===== src/rtl/frame_bridge.sv =====
// frame_bridge: collects DATA_W-bit words into a NUM_WORDS-word frame register,
// shifting LSB-first or MSB-first. It presents the completed frame with a
// valid/ready handshake and raises a sticky overflow flag when a word is
// dropped while a frame is still waiting to be consumed.
module frame_bridge #(
  parameter int DATA_W    = 8,
  parameter int NUM_WORDS = 66,
  parameter int SHIFT_DIR = 0,
  parameter int CNT_W     = $clog2(NUM_WORDS + 1)
) (
  input  logic                        clk,
  input  logic                        rst,
  input  logic [DATA_W-1:0]           data_in,
  input  logic                        shift_en,
  input  logic                        clear,
  input  logic                        frame_ready,
  output logic [DATA_W*NUM_WORDS-1:0] data_out,
  output logic                        frame_valid,
  output logic [CNT_W-1:0]            word_count,
  output logic                        overflow
);

  localparam int FRAME_W = DATA_W * NUM_WORDS;

  typedef enum logic {FILL, FULL} state_t;

  state_t state;

  // Insert one word into a frame. Direction 0 enters at the bottom and pushes
  // older words up; direction 1 enters at the top and pushes older words down.
  function automatic logic [FRAME_W-1:0] shift_word(
    input logic [FRAME_W-1:0] cur,
    input logic [DATA_W-1:0]  w
  );
    logic [FRAME_W-1:0] res;
    if (SHIFT_DIR == 0) begin
      res = {cur[FRAME_W-DATA_W-1:0], w};
    end else begin
      res = {w, cur[FRAME_W-1:DATA_W]};
    end
    return res;
  endfunction

  // The state register is itself a flop, so frame_valid has no input-to-output path.
  assign frame_valid = (state == FULL);

  // Frame assembly, handshake and overflow tracking; clear outranks everything but rst.
  always_ff @(posedge clk or posedge rst) begin
    if (rst) begin
      state      <= FILL;
      data_out   <= '0;
      word_count <= '0;
      overflow   <= 1'b0;
    end else if (clear) begin
      state      <= FILL;
      data_out   <= '0;
      word_count <= '0;
      overflow   <= 1'b0;
    end else begin
      case (state)
        FILL: begin
          if (shift_en) begin
            data_out   <= shift_word(data_out, data_in);
            word_count <= word_count + CNT_W'(1);
            if (word_count == CNT_W'(NUM_WORDS - 1)) begin
              state <= FULL;
            end
          end
        end
        FULL: begin
          if (frame_ready) begin
            // A word arriving on the handshake cycle starts the next frame
            // rather than being dropped, so back-to-back frames lose nothing.
            state <= FILL;
            if (shift_en) begin
              data_out   <= shift_word('0, data_in);
              word_count <= CNT_W'(1);
            end else begin
              data_out   <= '0;
              word_count <= '0;
            end
          end else if (shift_en) begin
            overflow <= 1'b1;
          end
        end
        default: begin
          state <= FILL;
        end
      endcase
    end
  end

endmodule


===== config.mk =====
export PLATFORM = sky130hd
export DESIGN_NAME = frame_bridge
export DESIGN_NICKNAME = d
export VERILOG_FILES = /design/src/rtl/frame_bridge.sv
export SDC_FILE = /design/constraint.sdc
export NUM_CORES = 1
export LEC_CHECK = 0
export ABC_AREA = 0
export BUFFER_PORTS_ARGS = -buffer_cell sky130_fd_sc_hd__buf_2
export CORE_AREA = 2 2 216 218
export CTS_BUF_LIST = sky130_fd_sc_hd__clkbuf_4 sky130_fd_sc_hd__clkbuf_8
export DETAILED_ROUTE_END_ITERATION = 16
export DIE_AREA = 0 0 218 220
export GPL_ROUTABILITY_DRIVEN = 0
export GPL_TIMING_DRIVEN = 0
export PLACE_DENSITY = 0.67
export RECOVER_POWER = 50
export SYNTH_ARGS = -nofsm -noshare
export SYNTH_HDL_FRONTEND = slang
export SYNTH_SLANG_ARGS = --single-unit

===== constraint.sdc =====
create_clock -name clk -period 21.9 [get_ports clk]
set_input_delay 1.095 -clock clk [delete_from_list [all_inputs] [get_ports clk]]
set_output_delay 1.095 -clock clk [all_outputs]
set_load 0.05 [all_outputs]

==> results summary <==
The CTS tree is yes. Clock-pin slew was measured on the worst setup and hold paths at 0.07 ns. For the worst setup path, the data arrival time is 8.00 ns.

The count of hold buffers inserted by post-cts repair is 0. The overall die area came out at 48000 sq um. CTS placed an instance of clkbuf_8 at the clock tree root. The final number of hold-violating endpoints is 0. The CTS buffer count came out at 86. The combined global-route utilization of all metal layers came out at 0.244. The area of the mapped netlist came out at 19300 sq um. The core region is 45900 sq um. Dividing the detail-routed via count by the number of cells gives 5.63. The worst flop-to-flop path endpoint is data_out[347]$_DFFE_PP0P_. The DRC violation count after routing is 0. The initial core utilization came out at 0.421. The insertion delay to the later sink of the worst-skew pair is 0.67 ns. The first-pass GRT wire length came out at 89000 microns. The count of cell types in the netlist is 28. After the first detailed-routing iteration, the DRC count stood at 1180. The ratio of final minimum period to clock period is 0.396. The number of antenna violations at the first check in global routing came out at 0. The tool flagged a number of max-cap violations equal to 4. The minimum period implied by the final worst setup slack is 8.66 ns. The flow ran to the end, but the final reports show violations. Synthesis produced a netlist with a net count of 1249. The worst setup path is captured at an async pin. The total number of nets in the final design came out at 1889. The register-to-register setup slack came out at 19.15 ns. The number of search-and-repair iterations in the first detailed-routing pass came out at 5. The layout overhead on the synthesized area came out at 27.6%.

Yosys printed 0 warnings. The final reports fail on max-capacitance violations, max-slew violations. The synthesized area divided by synthesized cell count came out at 15.7 sq um.

The post-cts repair resize count is 0. The max-slew violation total from the final report was 440. Setup repair after global routing left no endpoint under its margin. The highest ir drop seen on vdd is 0.0417 mV.

In this run the core area contains 79 standard-cell rows. Summing all flip-flop and latch instances after layout gives 13400 sq um. The die width came out at 218 microns. The via count is 14.3k. The final-layout setup total negative slack came out at 0 ns. The clock tree skew after final layout is 0.0317 ns. The core occupancy in the finished layout came out at 0.538. The worst setup path is of the in2async kind. STA classifies the critical path startpoint as an input port. The number of buffers between clock root and the deepest sink came out at 3.

The biggest fanout along the worst timing path came out at 115. The vertical die dimension came out at 220 microns. The actual transition at the worst max-transition pin came out at 5.90 ns. The area of the multi-input gates is 4920 sq um. The number of I/O port buffers is 548.

The required arrival time at the worst endpoint came out at 21.24 ns. 0 antenna diodes ended up in the layout. Counting the fill cells in the layout gives 3921. The via count of the first global-routing pass came out at 14.1k.

The tightest hold path in the finished design has a slack of 0.506 ns. Synthesis produced a netlist whose cell count is 1234. For this run, the register share of the synthesized area comes to 0.695. For this design the ratio of total power to cell area is 81.1 nW/um^2.

The static leakage is 13.8 nW. Counting flops and latches in the post-synthesis netlist gives 537. The worst register-to-register path begins at frame_valid$_DFF_PP0_. The count of pins on the block boundary is 550. Detailed placement finished with a half-perimeter wire length of 43400 microns. The worst reg-to-reg path cell count is 6. The setup fix buffers added after clock tree synthesis is 0. In this run the worst hold path is classified as reg2reg. The total overflow left after global routing is 0.

Entering global routing, the biggest net connects 116 pins. The H-tree level count came out at 3. The detailed-route wire length per cell came out at 23.6 microns. For this block, the routed nets add up to 60100 microns of wire.

In this run the worst setup path begins at rst. The residual antenna-violating net count after detailed routing came out at 0. The top achievable clock speed came out at 0.115 GHz.

The fraction of final layout cells sized beyond drive strength 1 came out at 0.405. Once layout is complete, the cells apart from fillers number 2548. Setup violations remaining at the end of the flow were counted as 0.

The worst slew slack as a fraction of its limit is -2.93. The number of placed instances, taps included came out at 2393. Following the worst setup path forward leads to its endpoint at data_out[13]$_DFFE_PP0P_. The number of sinks on the clock net came out at 537.
[per-stage QoR]
stage | total power [W] | instance area, sq um | worst slack (ns)
floorplan | 0.00108 | 19300 | 5.80
global placement | 0.00110 | 22800 | 0.826
detailed placement | 0.00111 | 22900 | 19.11
CTS | 0.00202 | 24800 | 19.21
global route | 0.00207 | 24700 | 11.50
finish | 0.00200 | 24700 | 13.24
[synth_stat cells, drive strengths merged]
cell type	number	area [sq um]
o21ai	4	20.0
nand3	2	10.0
clkbuf	5	20.0
o32ai	1	8.76
nand2b	2	20.0
a31oi	1	6.26
and3	9	56.3
a21o	1	7.51
a22o	520	4550
nor4	1	6.26
xor2	1	8.76
nand2	2	7.51
nand3b	2	15.0
nand4b	2	17.5
a21oi	6	30.0
o21a	1	7.51
dfrtp	537	13400
inv	4	15.0
or3	4	25.0
a31o	9	78.8
nor2	3	13.8
and2	1	6.26
ha	2	25.0
buf	114	927
[final cells by class]
type | count | share of cell area
multi-input cells | 574 | 0.199
clock buffers | 137 | 0.0681
repair buffers | 552 | 0.113
plain buffers | 119 | 0.0363
clock inverters | 18 | 0.00685
inverters | 4 | 0.000660
well taps | 607 | 0.0308
flip-flops and latches | 537 | 0.545
[critical path, cell delays in order]
cell        delay [ns]
buf_2             0.10
clkinvlp_2        2.37
clkbuf_1          4.27
[cells in the final DEF, fill, tap and decap left out, drive strengths merged, types with 3 or more instances in the layout]
master	count
clkinv	8
and3	9
buf	620
a22o	520
inv	8
clkbuf	188
nor2	3
o21ai	4
clkinvlp	4
dfrtp	537
a21oi	6
or3	4
a31o	9
[cells by family after synthesis]
family | Yosys count | synth area share
buf+inv | 123 | 0.0498
compound gates | 543 | 0.244
xor+xnor | 1 | 0.000453
simple gates | 28 | 0.00919
flops | 537 | 0.695
fa+ha+maj | 2 | 0.00129
[registers in the layout, summed over array words and instances, names as in the netlist]
signal,cells
data_out,528
word_count,7
frame_valid,1
overflow,1
[routing by layer]
| layer | vias up | global-route usage | part of all wire |
|---|---|---|---|
| met5 | - | 0 | 0 |
| met4 | 0 | 0.105 | 0.034 |
| met3 | 112 | 0.0821 | 0.093 |
| met2 | 685 | 0.379 | 0.47 |
| met1 | 7424 | 0.314 | 0.41 |
| li1 | 6112 | - | - |
[power breakdown]
| group | internal (W) | switching (W) | total, W | leakage, nW |
|---|---|---|---|---|
| clock network | 0.000513 | 0.000401 | 0.000914 | 0.984 |
| registers | 0.000995 | 0.00000284 | 0.000998 | 7.49 |
| logic | 0.0000197 | 0.0000677 | 0.0000874 | 5.30 |
[how the worst min path moves through the flow]
stage | endpoint | from | slack [ns] | depth (start not counted)
6_report | overflow$_DFFE_PP0P_ | overflow$_DFFE_PP0P_ | 0.51 | 2
5_1_grt | data_out[300]$_DFFE_PP0P_ | data_out[292]$_DFFE_PP0P_ | 0.52 | 1
4_1_cts | overflow$_DFFE_PP0P_ | overflow$_DFFE_PP0P_ | 0.51 | 2
3_5_place_dp | overflow$_DFFE_PP0P_ | overflow$_DFFE_PP0P_ | 0.49 | 2
3_3_place_gp | overflow$_DFFE_PP0P_ | overflow$_DFFE_PP0P_ | 0.48 | 2
2_1_floorplan | overflow$_DFFE_PP0P_ | overflow$_DFFE_PP0P_ | 0.79 | 2
(Power assumes the default switching activity.)
